[src/rtl/seg7_pkg.sv]
// Shared constants and helpers for the 7-segment scan driver.
package seg7_pkg;

  // Segment bit order is {g,f,e,d,c,b,a}, active-high.
  localparam logic [6:0] SEG_OFF = 7'h00;
  localparam logic [6:0] SEG_ALL = 7'h7F;

  // Hex glyphs 0..F; entry 0 is the rightmost element of the concatenation.
  localparam logic [15:0][6:0] SEG_TABLE = {
    7'h71, 7'h79, 7'h5E, 7'h39, 7'h7C, 7'h77, 7'h6F, 7'h7F,
    7'h07, 7'h7D, 7'h6D, 7'h66, 7'h4F, 7'h5B, 7'h06, 7'h3F
  };

  // Convert an active-high segment pattern to the pin polarity.
  function automatic logic [6:0] apply_seg_pol(input logic [6:0] seg, input logic act_lo);
    return act_lo ? ~seg : seg;
  endfunction

endpackage

[src/rtl/seg7_decode.sv]
// Combinational hex digit to 7-segment pattern (active-high, gfedcba).
module seg7_decode
  import seg7_pkg::*;
(
  input  logic [3:0] digit,
  output logic [6:0] seg
);

  assign seg = SEG_TABLE[digit];

endmodule

[src/rtl/seg7_scan_driver.sv]
// Time-multiplexed N-digit 7-segment driver: double-buffered digit data,
// per-slot dead time, optional leading-zero blanking, configurable polarity.
module seg7_scan_driver
  import seg7_pkg::*;
#(
  parameter int DIGITS     = 4,
  parameter int SCAN_DIV   = 1000,
  parameter int BLANK_CYC  = 2,
  parameter int SEG_ACT_LO = 1,
  parameter int DIG_ACT_LO = 1
) (
  input  logic                  CLK,
  input  logic                  RST,
  input  logic [4*DIGITS-1:0]   DATA_IN,
  input  logic [DIGITS-1:0]     DP_IN,
  input  logic                  LOAD,
  input  logic                  BLANK_LEAD,
  output logic [6:0]            SEG_OUT,
  output logic                  DP_OUT,
  output logic [DIGITS-1:0]     DIG_OUT,
  output logic                  FRAME
);

  localparam int PW = (SCAN_DIV > 1) ? $clog2(SCAN_DIV) : 1;
  localparam int IW = (DIGITS > 1) ? $clog2(DIGITS) : 1;

  localparam logic              SEG_LO   = (SEG_ACT_LO != 0);
  localparam logic              DIG_LO   = (DIG_ACT_LO != 0);
  localparam logic [6:0]        SEG_IDLE = SEG_LO ? SEG_ALL : SEG_OFF;
  localparam logic              DP_IDLE  = SEG_LO;
  localparam logic [DIGITS-1:0] DIG_IDLE = DIG_LO ? {DIGITS{1'b1}} : {DIGITS{1'b0}};

  logic [PW-1:0] presc;
  logic [IW-1:0] idx;
  logic          slot_end;
  logic          wrap;

  logic [DIGITS-1:0][3:0] pend_dig;
  logic [DIGITS-1:0][3:0] act_dig;
  logic [DIGITS-1:0]      pend_dp;
  logic [DIGITS-1:0]      act_dp;
  logic                   pend_vld;
  logic                   blank_en;

  logic [DIGITS-1:0] lead_zero;
  logic              zero_run;
  logic [3:0]        cur_dig;
  logic [6:0]        dec_seg;
  logic              in_dead;
  logic [6:0]        seg_nxt;
  logic              dp_nxt;
  logic [DIGITS-1:0] dig_nxt;

  assign slot_end = (presc == PW'(SCAN_DIV - 1));
  assign wrap     = slot_end && (idx == IW'(DIGITS - 1));
  assign FRAME    = wrap;

  // Prescaler and digit index; idx steps once per slot and wraps per frame.
  always_ff @(posedge CLK) begin
    if (RST) begin
      presc <= '0;
      idx   <= '0;
    end else if (slot_end) begin
      presc <= '0;
      idx   <= wrap ? '0 : idx + 1'b1;
    end else begin
      presc <= presc + 1'b1;
    end
  end

  // Pending/active buffers: swap only at frame wrap so a frame never tears.
  // A LOAD coinciding with the wrap lands in pending and waits a full frame.
  always_ff @(posedge CLK) begin
    if (RST) begin
      pend_dig <= '0;
      pend_dp  <= '0;
      pend_vld <= 1'b0;
      act_dig  <= '0;
      act_dp   <= '0;
      blank_en <= 1'b0;
    end else begin
      if (wrap && pend_vld) begin
        act_dig  <= pend_dig;
        act_dp   <= pend_dp;
        blank_en <= BLANK_LEAD;
      end
      if (LOAD) begin
        pend_dig <= DATA_IN;
        pend_dp  <= DP_IN;
        pend_vld <= 1'b1;
      end else if (wrap) begin
        pend_vld <= 1'b0;
      end
    end
  end

  // Leading-zero mask: a digit is blanked while it and everything above are 0.
  always_comb begin
    lead_zero = '0;
    zero_run  = blank_en;
    for (int i = DIGITS - 1; i > 0; i--) begin
      zero_run     = zero_run && (act_dig[i] == 4'h0);
      lead_zero[i] = zero_run;
    end
  end

  assign cur_dig = act_dig[idx];
  assign in_dead = (32'(presc) < 32'(BLANK_CYC));

  seg7_decode u_decode (
    .digit (cur_dig),
    .seg   (dec_seg)
  );

  // Slot contents in active-high form; dead time keeps everything dark.
  always_comb begin
    seg_nxt = SEG_OFF;
    dp_nxt  = 1'b0;
    dig_nxt = '0;
    if (!in_dead) begin
      dig_nxt[idx] = 1'b1;
      seg_nxt      = lead_zero[idx] ? SEG_OFF : dec_seg;
      dp_nxt       = act_dp[idx];
    end
  end

  // Output register; polarity is applied only here so internals stay active-high.
  always_ff @(posedge CLK) begin
    if (RST) begin
      SEG_OUT <= SEG_IDLE;
      DP_OUT  <= DP_IDLE;
      DIG_OUT <= DIG_IDLE;
    end else begin
      SEG_OUT <= apply_seg_pol(seg_nxt, SEG_LO);
      DP_OUT  <= dp_nxt ^ SEG_LO;
      DIG_OUT <= dig_nxt ^ {DIGITS{DIG_LO}};
    end
  end

endmodule
[config.mk]
export PLATFORM = sky130hd
export DESIGN_NAME = seg7_scan_driver
export DESIGN_NICKNAME = d
export VERILOG_FILES = /design/src/rtl/seg7_pkg.sv /design/src/rtl/seg7_decode.sv /design/src/rtl/seg7_scan_driver.sv
export SDC_FILE = /design/constraint.sdc
export NUM_CORES = 1
export LEC_CHECK = 0
export ABC_AREA = 1
export BUFFER_PORTS_ARGS = -buffer_cell sky130_fd_sc_hd__buf_2
export CAP_MARGIN = 30
export CORE_AREA = 2 2 79 81
export DETAILED_ROUTE_END_ITERATION = 8
export DIE_AREA = 0 0 81 83
export GPL_ROUTABILITY_DRIVEN = 0
export GPL_TIMING_DRIVEN = 0
export PLACE_DENSITY = 0.83
export SETUP_SLACK_MARGIN = 0.05
export SYNTH_ARGS = -nofsm -noshare
export SYNTH_HDL_FRONTEND = slang
export SYNTH_HIERARCHICAL = 1
export SYNTH_SLANG_ARGS = --single-unit
[constraint.sdc]
create_clock -name CLK -period 2.3 [get_ports CLK]
set_clock_uncertainty 0.1 [all_clocks]
set_input_delay 0.46 -clock CLK [delete_from_list [all_inputs] [get_ports CLK]]
set_output_delay 0.46 -clock CLK [all_outputs]
set_load 0.005 [all_outputs]
==> results.ini <==
[global_route]
overflow=0
grt_pass1_wl_um=10300
grt_max_degree=12
grt_usage_pct=19.4
grt_pass1_vias=2494
antenna_found_initial=0

[floorplanning]
std_cell_rows=28
die_h_um=83
io_pins=37
fp.dieArea_mm2=0.00672
coreArea_mm2=0.00582
start_util_pct=50.8
die_w_um=81

[critical_path]
crit_path_end_kind=primary output
crit_fanout=5
crit_slowest_cell=dfxtp_1
cp_cell_sequence=ha_1 > nand2_1 > nor2_2 > nand2_2 > nor2_1 > buf_2
required_ns=1.74
crit_family=simple AND/OR/NAND/NOR gates
r2r-start=idx[0]
critPathBufInv=1
worst-setup-path-type=register to primary output
setup.worst_path.start=presc[1]
start_kind=register
crit_arrival_ns=1.55
cpPeakStageDelay_ns=0.36

[route]
via_per_inst=4.79
num_vias=2665
dr.pass1.iters=4
first_iter_violations=82
drcViolationCount=0
finalWirelength_um=6070
ant_nets=0
routedWlPerCell_um=10.9

[clocking]
numCtsBuffers=9
cts_buffer_depth=2
cts_max_level=3
clk_latency_ns=0.35
cts_tree=done
clk_pin_slew_ns=0.07
postCtsHoldBufs=0
cts_root_buffer=clkbuf_8
clock-sinks=66

[sta]
maxSlewHeadroom_pct=60.6
timing.final.crit_period_ns=2.11
fmax_ghz=0.474
holdWs_ns=0.218
rsz0062_at_grt=true
setup_violations=0
finalSetupTns_ns=0
finalHoldViolCount=0
tightest_slew_ns=0.587
period_share_pct=91.7
slew_viol_final=0
fin_ws_ns=0.191

[yosys]
yosys_warnings=6
synth-edff-count=0
ys_seq_area_share_pct=44.7
synth_top_area_share_pct=44.7
avgSynthCellArea_um2=6.92
synthFlopType=dfxtp_1
synth.distinct_cells=22
syn_area_mm2=0.00296
yosysTopAreaCell=dfxtp_1
netlist_instances=427
syn_nets=463
synth.area.top_cells=dfxtp_1 (45%), nor2_1 (13%), nand2_1 (12%), o21ai_0 (5.8%), inv_1 (5.6%)
synth_most_common_cell=nor2_1
synthArstFlopShare_pct=0
synthTopCellsByCount=nor2_1 (100), nand2_1 (97), dfxtp_1 (66)
synth-seq-cells=66

[layout]
diodes=0
drive_gt1_share_pct=16.4
stdcell_count=556
fillCellCount=549
area_growth_pct=17.1
layout.nets=513

[hold_path]
worstHoldStart=RST
worstHoldPathType=primary input to register

[pwr]
ir_drop_v=0.000446
total_power_w=0.00217
static-leakage-power_nw=1.68
powerDensity_mw_per_mm2=626

[placement]
dp_hpwl_um=4330
dpl_worst_slack_ns=-0.188
dp.cells=538
portBuffers=36

[run]
cap_violations=0

[run_status]
outcome=completed

-- worst paths after layout --
kind | end | slack, ns | cells past startpoint
worst max-delay path | FRAME | 0.19 | 6
worst max register to register | SEG_OUT[3] | 0.20 | 12
worst min register to register | presc[0] | 0.36 | 1
worst min-delay path | pend_vld | 0.22 | 2
-- repair_timing --
item,CTS,global route
buffers inserted,1,2
pin swaps,0,1
setup endpoints to repair,7,8
resized for setup,5,12
-- cells in the final DEF (no fill, tap or decap), types with 2 or more instances in the layout --
cell      count
inv_2         3
dfxtp_2       2
clkbuf_8     11
dfxtp_1      64
nand3_1      21
o21ai_0      31
clkinv_2      4
nand2_2       4
buf_2        41
nor2_1       99
inv_1        42
buf_4         5
nand4_1       3
o21ai_1       2
buf_6         3
clkbuf_1      6
ha_1         12
nand2_1      96
nor3_1        6
a21oi_1      17
-- per-stage QoR --
step | area [um2] | utilization, %
after floorplan | 2960 | -
after global placement | 3230 | 55.5
after detailed placement | 3230 | 55.5
after CTS | 3420 | 58.8
after global routing | 3460 | 59.5
final | 3460 | 59.5
-- flip-flops by register name (all words and copies together), names as in the netlist --
register,count
DIG_OUT,4
DP_OUT,1
SEG_OUT,7
act_dig,16
act_dp,4
blank_en,1
idx,2
pend_dig,16
pend_dp,4
pend_vld,1
presc,10
-- worst register-to-register path, delay by kind of cell, from the launching register on --
family	cells	cell delay (ns)
adders and majority gates	1	0.30
DFF	1	0.34
and+or+nand+nor	5	0.37
buffers and inverters	4	0.56
AOI/OAI and AO/OA	2	0.32
-- final cells by class --
| class | count | area, um2 | area share (%) |
|---|---|---|---|
| Buffer | 16 | 96.3 | 2.78 |
| Clock buffer | 12 | 155 | 4.48 |
| Clock inverter | 3 | 15.0 | 0.434 |
| Inverter | 47 | 178 | 5.14 |
| Multi-Input combinational cell | 298 | 1400 | 40.3 |
| Sequential cell | 66 | 1320 | 38.3 |
| Tap cell | 75 | 93.8 | 2.71 |
| Timing Repair Buffer | 39 | 203 | 5.86 |
-- power by group --
part	switching, W	internal (W)	total, W
clock network	0.000416	0.000438	0.000854
registers	0.0000186	0.00118	0.00120
logic	0.0000623	0.0000471	0.000109
total	0.000497	0.00167	0.00217
-- cell families after synthesis --
| logic type | count (synthesis) | share of synthesized area [%] |
|---|---|---|
| and+or+nand+nor | 233 | 32.2 |
| buffers and inverters | 63 | 8.93 |
| AOI/OAI and AO/OA | 53 | 9.06 |
| DFF | 66 | 44.7 |
| adders and majority gates | 12 | 5.08 |
-- per-layer routing --
layer  global-route usage [%]  vias to the layer above  routed length, um
met2                     32.6                       62               2840
li1                         -                     1424                  -
met1                     22.8                     1166               2850
met5                        0                        -                  0
met4                     9.40                        0                110
met3                     4.35                       13                269
Note: power is estimated with default switching activity, not from simulation.
